===== src/rtl/regfile_pkg.sv =====
// Shared types and constants for the MIPS register-file write side.
package regfile_pkg;
  localparam int         NUM_GPRS = 32;
  localparam logic [4:0] REG_ZERO = 5'd0;
  localparam logic [4:0] REG_LINK = 5'd31;
  localparam int         QDEPTH   = 2;

  typedef struct packed {
    logic        valid;
    logic [4:0]  dest;
    logic [31:0] data;
  } wr_req_t;
endpackage


===== src/rtl/wb_write_decoder.sv =====
// Destination decoder: 5-bit dest plus enable to a one-hot GPR load enable.
// R0 is never loaded, so its enable bit is always forced low.
module wb_write_decoder
  import regfile_pkg::*;
(
  input  logic                en,
  input  logic [4:0]          dest,
  output logic [NUM_GPRS-1:0] load_en
);
  always_comb begin
    load_en = '0;
    if (en) load_en[dest] = 1'b1;
    load_en[REG_ZERO] = 1'b0;
  end
endmodule


===== src/rtl/regfile_writer.sv =====
// MIPS GPR/HI/LO write side with a 2-entry deferred queue for late secondary writes.
// Define REGFILE_BYPASS_EN for same-cycle write-before-read on regs_flat/hi/lo.
module regfile_writer
  import regfile_pkg::*;
(
  input  logic                   clk,
  input  logic                   reset_n,
  input  logic                   pri_we,
  input  logic [4:0]             pri_dest,
  input  logic [31:0]            pri_data,
  input  logic                   sec_valid,
  output logic                   sec_ready,
  input  logic [4:0]             sec_dest,
  input  logic [31:0]            sec_data,
  input  logic                   hi_we,
  input  logic                   lo_we,
  input  logic [31:0]            hi_wdata,
  input  logic [31:0]            lo_wdata,
  output logic [32*NUM_GPRS-1:0] regs_flat,
  output logic [31:0]            hi,
  output logic [31:0]            lo,
  output logic [1:0]             q_count
);
  wr_req_t pri, sec, wr;
  wr_req_t q     [QDEPTH];
  wr_req_t q_nxt [QDEPTH];
  logic [NUM_GPRS-1:0][31:0] gpr;
  logic [NUM_GPRS-1:0]       load_en;
  logic [31:0]               hi_q, lo_q;
  logic                      sec_fire, sec_keep, drain, direct;
  int                        fill;

  assign pri = '{valid: pri_we, dest: pri_dest, data: pri_data};
  assign sec = '{valid: 1'b1, dest: sec_dest, data: sec_data};

  // Queue is kept compacted toward entry 0, so the last slot marks "full".
  assign sec_ready = !q[QDEPTH-1].valid;
  assign sec_fire  = sec_valid && sec_ready;
  // Primary is younger: a same-dest secondary in the same cycle is dead on arrival.
  assign sec_keep  = sec_fire && (sec_dest != REG_ZERO) && !(pri_we && sec_dest == pri_dest);
  assign drain     = !pri_we && q[0].valid;
  assign direct    = sec_keep && !pri_we && !q[0].valid;

  always_comb begin
    wr = '0;
    if (pri_we)      wr = pri;
    else if (drain)  wr = q[0];
    else if (direct) wr = sec;
  end

  wb_write_decoder u_dec (.en(wr.valid), .dest(wr.dest), .load_en(load_en));

  // Survivors (not drained, not killed by a primary to the same dest) shift
  // down in order, then a deferred secondary lands at the first free slot.
  always_comb begin
    for (int j = 0; j < QDEPTH; j++) q_nxt[j] = '0;
    fill = 0;
    for (int i = 0; i < QDEPTH; i++) begin
      if (q[i].valid && !(drain && i == 0) && !(pri_we && q[i].dest == pri_dest)) begin
        for (int j = 0; j < QDEPTH; j++)
          if (j == fill) q_nxt[j] = q[i];
        fill = fill + 1;
      end
    end
    if (sec_keep && !direct)
      for (int j = 0; j < QDEPTH; j++)
        if (j == fill) q_nxt[j] = sec;
  end

  always_comb begin
    q_count = '0;
    for (int i = 0; i < QDEPTH; i++) q_count = q_count + {1'b0, q[i].valid};
  end

  always_ff @(posedge clk or negedge reset_n) begin
    if (!reset_n) begin
      gpr  <= '0;
      hi_q <= '0;
      lo_q <= '0;
      for (int i = 0; i < QDEPTH; i++) q[i] <= '0;
    end else begin
      for (int i = 0; i < NUM_GPRS; i++)
        if (load_en[i]) gpr[i] <= wr.data;
      for (int i = 0; i < QDEPTH; i++) q[i] <= q_nxt[i];
      if (hi_we) hi_q <= hi_wdata;
      if (lo_we) lo_q <= lo_wdata;
    end
  end

  for (genvar i = 0; i < NUM_GPRS; i++) begin : g_flat
`ifdef REGFILE_BYPASS_EN
    assign regs_flat[32*i +: 32] =
      (i != 0 && pri_we && pri_dest == 5'(i)) ? pri_data : gpr[i];
`else
    assign regs_flat[32*i +: 32] = gpr[i];
`endif
  end

`ifdef REGFILE_BYPASS_EN
  assign hi = hi_we ? hi_wdata : hi_q;
  assign lo = lo_we ? lo_wdata : lo_q;
`else
  assign hi = hi_q;
  assign lo = lo_q;
`endif
endmodule


===== config.mk =====
export PLATFORM = sky130hd
export DESIGN_NAME = regfile_writer
export DESIGN_NICKNAME = d
export VERILOG_FILES = /design/src/rtl/regfile_pkg.sv /design/src/rtl/wb_write_decoder.sv /design/src/rtl/regfile_writer.sv
export SDC_FILE = /design/constraint.sdc
export NUM_CORES = 1
export LEC_CHECK = 0
export CAP_MARGIN = 20
export CORE_AREA = 3 3 475 477
export CTS_CLUSTER_DIAMETER = 80
export CTS_CLUSTER_SIZE = 8
export DETAILED_ROUTE_END_ITERATION = 12
export DIE_AREA = 0 0 478 480
export GPL_TIMING_DRIVEN = 0
export PLACE_DENSITY = 0.42
export SLEW_MARGIN = 20
export SYNTH_ARGS = -nofsm -noshare
export SYNTH_HDL_FRONTEND = slang
export SYNTH_HIERARCHICAL = 1
export SYNTH_SLANG_ARGS = --single-unit

===== constraint.sdc =====
create_clock -name clk -period 3.15 [get_ports clk]
set_clock_uncertainty 0.2 [all_clocks]
set_input_delay 0.63 -clock clk [delete_from_list [all_inputs] [get_ports clk]]
set_output_delay 0.63 -clock clk [all_outputs]
set_load 0.03 [all_outputs]

==> summary.md, run 1 <==
| Metric | Value |
|---|---|
| Status | `completed` |
| Hold Fails Final Rpt | `0` |
| First drt pass iteration count | `5` |
| Synth top cells by count | `dfrtp_1 (1164), mux2_2 (1028), clkbuf_1 (116)` |
| Core area | `roughly 0.22 mm2` |
| Synth area leader | `dfrtp_1` |
| Met2 WL | `just under 100000 um` |
| Top-area cell type share of the netlist area | `63.04%` |
| Worst R2R Start | `q[75]` |
| FF/Latch Area | `approximately 0.029 mm2` |
| DRC Markers | `0` |
| Total gr overflow | `0` |
| Max Cap Viol | `0` |
| CP endpoint kind | `flop` |
| Max stage delay on crit path | `0.43 ns` |
| Setup WS post-layout | `0.03488 ns` |
| Worst slew pin tran | `approximately 0.95 ns` |
| Vias in the first global route | `between 30000 and 40000` |
| Routed Antenna Nets | `0` |
| Crit path DAT | `3.59 ns` |
| Worst Path Required | `around 3.6 ns` |
| Period utilization | `approximately 99%` |
| VDD IR-drop max | `around 0.6 mV` |
| Rows | `around 170` |
| Area of the mapped netlist | `between 0.04 and 0.05 mm2` |
| Layout cell share with drive strength beyond 1 | `a little over a third` |
| CP Launch Type | `flop` |
| Metal3 WL | `slightly below 20000 um` |
| Unrepaired setup endpoints after global routing | `true` |
| WL met1 | `approximately 86000 um` |
| Final Max Tran Viols | `0` |
| Die Wd | `between 400 and 500 um` |
| WHS Endpoint | `q[71]` |
| Detailed placement HPWL | `157800 um` |
| Clock Tree Root | `clkbuf_16` |
| Largest net degree at the start of global routing | `133` |
| DR iter-0 viols | `~1200` |
| Hold Path Stages | `3` |
| WL/cell | `between 20 and 30 um` |
| Crit path buf inv count | `3` |
| Die area | `roughly 0.23 mm2` |
| Synth Register Bits | `roughly 1200` |
| CTS buffer count | `171` |
| Crit-path cells | `or2_4, a211oi_4, buf_6, a221oi_4, a21oi_4, nand4b_1, nor2_1, buf_6, clkbuf_16, mux2_2` |
| Vias per inst | `4.105` |
| Hold slack final | `0.07314 ns` |
| Most frequent CP cell | `buf_6` |
| Gr usage total | `17.82%` |
| Max FO, Critical Path | `8` |
| Largest cells by area after synthesis | `dfrtp_1 (63%), mux2_2 (25%), mux2i_1 (1.6%)` |
| Seq/Total Area, Yosys | `63.04%` |
| Lkg Pwr | `a little over 30 nW` |
| Total number of vias | `about 31000` |
| Die Y | `roughly 480 um` |
| Sink Count | `approximately 1200` |
| Cells after Synth | `~3000` |
| Total Power | `approximately 78 mW` |
| Syn avg cell area | `around 16 um2` |
| FF-to-FF path depth | `10` |
| Worst Setup SP | `q[75]` |
| Power per Cell Area | `around 1100 mW/mm2` |
| Area delta synth->final | `50.16%` |
| Min Tclk post-route | `about 3.1 ns` |
| Clk Latency, worst-skew pair | `just over 0.8 ns` |
| Top sig layer | `met5` |
| Hold_sp | `sec_dest[1]` |
| Total Wirelength | `211300 um` |
| Top-count cell post-synth | `dfrtp_1` |
| # nets final | `~4500` |
| # IOs | `~1200` |
| Slowest cell on the critical path | `dfrtp_2` |
| Relative slew margins | `36.39%` |
| Post-synth ARST share | `100.0%` |
| Endpoints failing setup | `0` |
| Top delay family on crit path | `simple AND/OR/NAND/NOR gates` |
| Initial antenna violation count | `48` |
| Finished Cell Area | `0.06938 mm2` |
| Clk buf depth | `3` |
| Number of synthesis warnings | `6` |
| CP Class | `flop to flop` |
| FILL cells | `roughly 22000` |
| Number of enable flip-flop cells after synthesis | `0` |
| R2r setup slk | `around 0.035 ns` |
| Fmax achieved | `321.0 MHz` |
| Starting Density | `approximately a fifth` |
| Gpl congestion | `0.7845` |
| CTS tree | `done` |
| Min-delay worst type | `input pin to flop` |
| Yosys cell types | `40` |
| Area of the multi-input gates | `approximately 0.015 mm2` |
| Buffers on Ports | `1231` |
| Worst-path clk slew | `0.05 ns` |
| Capturing point of the worst reg2reg path | `regs_flat[685]` |
| Syn_nets | `3095` |
| First-pass GRT wire length | `between 200000 and 300000 um` |
| Dpl cell area | `0.06325 mm2` |
| # H-tree levels | `4` |
| Ys flop type | `dfrtp_1` |
| Placement Setup Slack | `-2.188 ns` |
## report_power, final
group	total, mW	switching, mW	internal [mW]
Clock	17.0	7.09	9.96
Sequential	24.2	3.18	21.0
Combinational	36.7	21.5	15.2
Total	77.9	31.7	46.2
## sequential cells by signal, summed over array words and instances, names as in the netlist
name,flops
lo,32
regs_flat,1024
q,76
hi,32
## layer usage
metal / vias up / global-route usage [%]
met4: 12 / 6.338
met3: 277 / 7.508
met1: 15940 / 21.35
li1: 13180 / -
met5: - / 0
met2: 1132 / 28.57
## final cells by class
class                           instances  share of cell area (%)
Timing Repair Buffer                 1282                   18.88
Antenna cell                           29                  0.1046
Sequential cell                      1164                   41.99
Multi-Input combinational cell       1432                   22.18
Buffer                                278                   4.211
Clock inverter                         25                  0.5699
Clock buffer                          183                   6.307
Inverter                               73                  0.3950
Tap cell                             2975                   5.365
## cells in the final DEF, fill, tap and decap left out, types with 17 or more instances in the layout
master	instances
a21oi_1	38
a21oi_4	31
a221oi_2	27
a22o_1	37
buf_16	17
buf_2	37
buf_4	44
buf_6	86
buf_8	19
clkbuf_1	23
clkbuf_16	187
clkbuf_2	17
clkbuf_8	52
clkdlybuf4s50_1	1224
dfrtp_1	1162
diode_2	29
inv_1	73
mux2_1	59
mux2_2	1012
mux2_4	17
mux2i_1	74
nand2_1	43
nor2_1	28
## what timing repair did
item                                   in CTS  in global routing
pin swaps                                   6                  6
setup buffers                               9                 13
setup endpoints to repair                1014                906
endpoints found under the hold margin     300                279
gates cloned                                2                  6
resized for setup                         116                 89
hold buffers                                7                  4
## worst min-delay path: stages
cell            delay [ns]
dlymetal6s2s_1        0.22
inv_1                 0.09
mux2i_1               0.06
## metrics by stage
step	util [%]	setup TNS, ns	instances
3_3_place_gp	28.37	-	7155
5_1_grt	31.26	-0.2679	7428
6_report	31.27	0	7441
2_1_floorplan	-	-6.119	2949
3_5_place_dp	28.51	-1616.51	7165
4_1_cts	31.02	-0.005196	7390
## how the worst max path moves through the flow
stage               slack (ns)  cells past startpoint               to
floorplan                -0.03                     12   regs_flat[693]
global placement        -57.71                      1   regs_flat[441]
detailed placement       -2.19                     11  regs_flat[1002]
CTS                     -0.005                     10   regs_flat[694]
global route             -0.04                     10   regs_flat[691]
finish                    0.03                     10   regs_flat[685]
## cell families (layout without fill, tap and decap cells)
kind of cell             Yosys count  after routing  share of synthesized area [%]
AO/OA/AOI/OAI                    151            151                          3.358
multiplexers                    1162           1162                          28.12
AND/OR/NAND/NOR                  101            101                          1.026
buffers and inverters            353           1841                          4.108
other                              1             30                       0.008116
XOR/XNOR                          15             15                         0.2843
adder cells (fa/ha/maj)            2              2                        0.05415
flip-flops                      1164           1164                          63.04
Note: power is estimated with default switching activity, not from simulation.
==> run 2: changes to the inputs <==
SKIP_LAST_GASP = 1   (was default)
==> run 2 against run 1 <==
- hold slack worse by 0.0058 ns
- worst setup slack gained 0.023 ns
- global-route usage stayed put
- sequential share of layout area up 0.064 points
- highest routed layer unchanged
- critical endpoint unchanged
==> summary.md, run 2 (synthesis gave the netlist of run 1 again) <==
| Metric | Value |
|---|---|
| Fmax achieved | `roughly 320 MHz` |
| Top delay family on crit path | `simple AND/OR/NAND/NOR gates` |
| # H-tree levels | `4` |
| VDD IR-drop max | `roughly 0.59 mV` |
| Clk buf depth | `3` |
| Hold Fails Final Rpt | `0` |
| Internal | `~46 mW` |
| Max stage delay on crit path | `around 0.43 ns` |
| # IOs | `approximately 1200` |
| WL/cell | `28.36 um` |
| Unrepaired setup endpoints after global routing | `true` |
| Gr usage total | `17.82%` |
| Status | `completed` |
| Placement Setup Slack | `-2.188 ns` |
| Period utilization | `around 98%` |
| Placed cells | `about 7200` |
| Clk Latency, worst-skew pair | `0.82 ns` |
| Rows | `between 150 and 200` |
| Die Y | `between 400 and 500 um` |
| DRC Markers | `0` |
| Initial antenna violation count | `48` |
| CP Launch Type | `flop` |
| Setup WS post-layout | `~0.058 ns` |
| Vias per inst | `approximately 4.1` |
| CP endpoint kind | `flop` |
| Die area | `0.2294 mm2` |
| Core area | `around 0.22 mm2` |
| Vias in the first global route | `about 32000` |
| # nets final | `between 4000 and 5000` |
| Max Cap Viol | `0` |
| Worst Path Required | `roughly 3.6 ns` |
| Largest net degree at the start of global routing | `133` |
| First-pass GRT wire length | `284200 um` |
| Min-delay worst type | `input pin to flop` |
| Buffers on Ports | `roughly 1200` |
| Final Max Tran Viols | `0` |
| Total number of vias | `just over 30000` |
| Relative slew margins | `between 30% and 40%` |
| Routed Antenna Nets | `0` |
| Most frequent CP cell | `buf_6` |
| Hold slack final | `~0.067 ns` |
| Layout cell share with drive strength beyond 1 | `36.23%` |
| Detailed placement HPWL | `between 150000 and 200000 um` |
| Crit path DAT | `roughly 3.6 ns` |
| Clock Tree Root | `clkbuf_16` |
| Starting Density | `20.83%` |
| Commonest non-fill, non-tap cells in the layout | `clkdlybuf4s50_1 (1224), dfrtp_1 (1162), mux2_2 (1022), clkbuf_16 (187), buf_6 (82)` |
| P_sw | `around 32 mW` |
| Sink Count | `1164` |
| Total Power | `77.84 mW` |
| CP Class | `flop to flop` |
| DR iter-0 viols | `~1100` |
| Total gr overflow | `0` |
| Min Tclk post-route | `between 3 and 4 ns` |
| Combinational share of power | `a little under half` |
| Max FO, Critical Path | `8` |
| Slowest cell on the critical path | `dfrtp_2` |
| Worst slew pin tran | `0.9507 ns` |
| Sw Ratio | `between 40% and 50%` |
| Crit-path cells | `or2_4, a211oi_4, buf_6, a221oi_4, a21oi_4, nand4b_1, nor2_1, buf_6, clkbuf_16, mux2_2` |
| Clock power frac | `a little over a fifth` |
| Max reg flops | `~1000` |
| Final cell count without fillers | `about 7400` |
| Gpl congestion | `0.7845` |
| CTS tree | `done` |
| Register share of total power | `approximately 31%` |
| Power per Cell Area | `about 1100 mW/mm2` |
| Total Wirelength | `210900 um` |
| CTS buffer count | `171` |
| Crit path buf inv count | `3` |
| Lkg Pwr | `slightly above 30 nW` |
| Area delta synth->final | `49.93%` |
| Worst-path clk slew | `about 0.05 ns` |
| Endpoints failing setup | `0` |
| First drt pass iteration count | `5` |
| Commonest non-fill, non-tap cell in the layout | `clkdlybuf4s50_1` |
| Die Wd | `about 480 um` |
## run 2: cell types whose count changed in the layout (fill, tap and decap cells not counted)
cell / delta
mux2_2: +10
mux2_4: -10
clkbuf_8: +7
buf_6: -4
buf_8: -4
buf_12: -3
buf_4: -2
clkbuf_4: +2
buf_2: -1
clkbuf_2: +1
diode_2: +1
or2_2: +1
or2_4: -1
## run 2: cell type report
cell class / count / area (um2)
fillers: 22310 / 152600
flip-flops and latches: 1164 / 29130
multi-input cells: 1432 / 15350
repair buffers: 1278 / 13080
clock buffers: 183 / 4375
well taps: 2975 / 3722
plain buffers: 278 / 2877
clock inverters: 25 / 395.4
inverters: 73 / 274.0
diodes: 30 / 75.07
## run 2: tightest hold or removal path, stage by stage
cell            delay, ns
dlymetal6s2s_1       0.22
inv_1                0.08
mux2i_1              0.06
## run 2: routing by layer
layer  global-route usage (%)  part of all wire (%)  vias to the layer above
met5                        0                 0.046                        -
met4                    6.338                   3.2                       14
met3                    7.508                   9.0                      274
met2                    28.57                    47                     1118
met1                    21.35                    41                    15940
li1                         -                     -                    13180
## run 2: path summary, 6_finish.rpt
kind	cells after the start	start	slack, ns	endpoint
max	10	q[75]	0.06	regs_flat[685]
min	3	sec_dest[1]	0.07	q[71]
max reg2reg	10	q[75]	0.06	regs_flat[685]
min reg2reg	1	regs_flat[877]	0.28	regs_flat[877]
max in group asynchronous	8	reset_n	0.32	regs_flat[570]
min in group asynchronous	4	reset_n	0.50	regs_flat[778]
## run 2: metrics by stage
stage,area (um2),util (%),setup TNS [ns]
after global placement,62950,28.37,-
after CTS,68800,31.01,-0.1794
after detailed placement,63250,28.51,-1616.51
after global routing,69240,31.21,-1.089
final,69270,31.22,0
after floorplan,46900,-,-6.119
## run 2: repair_timing
action / in CTS / in global routing
gates cloned: 2 / 4
endpoints found under the setup margin: 1014 / 906
buffers inserted: 9 / 11
hold buffers: 7 / 4
pin swaps: 6 / 7
resized for setup: 115 / 63
hold endpoints to repair: 300 / 279
## run 2: power groups by stage
stage               logic, mW  registers, mW  clock network [mW]
global placement         36.7           24.5                   0
CTS                      37.1           24.2                17.8
global route             38.2           25.0                18.3
finish                   36.6           24.2                17.1
floorplan                7.34           35.7                   0
detailed placement       36.9           24.4                   0
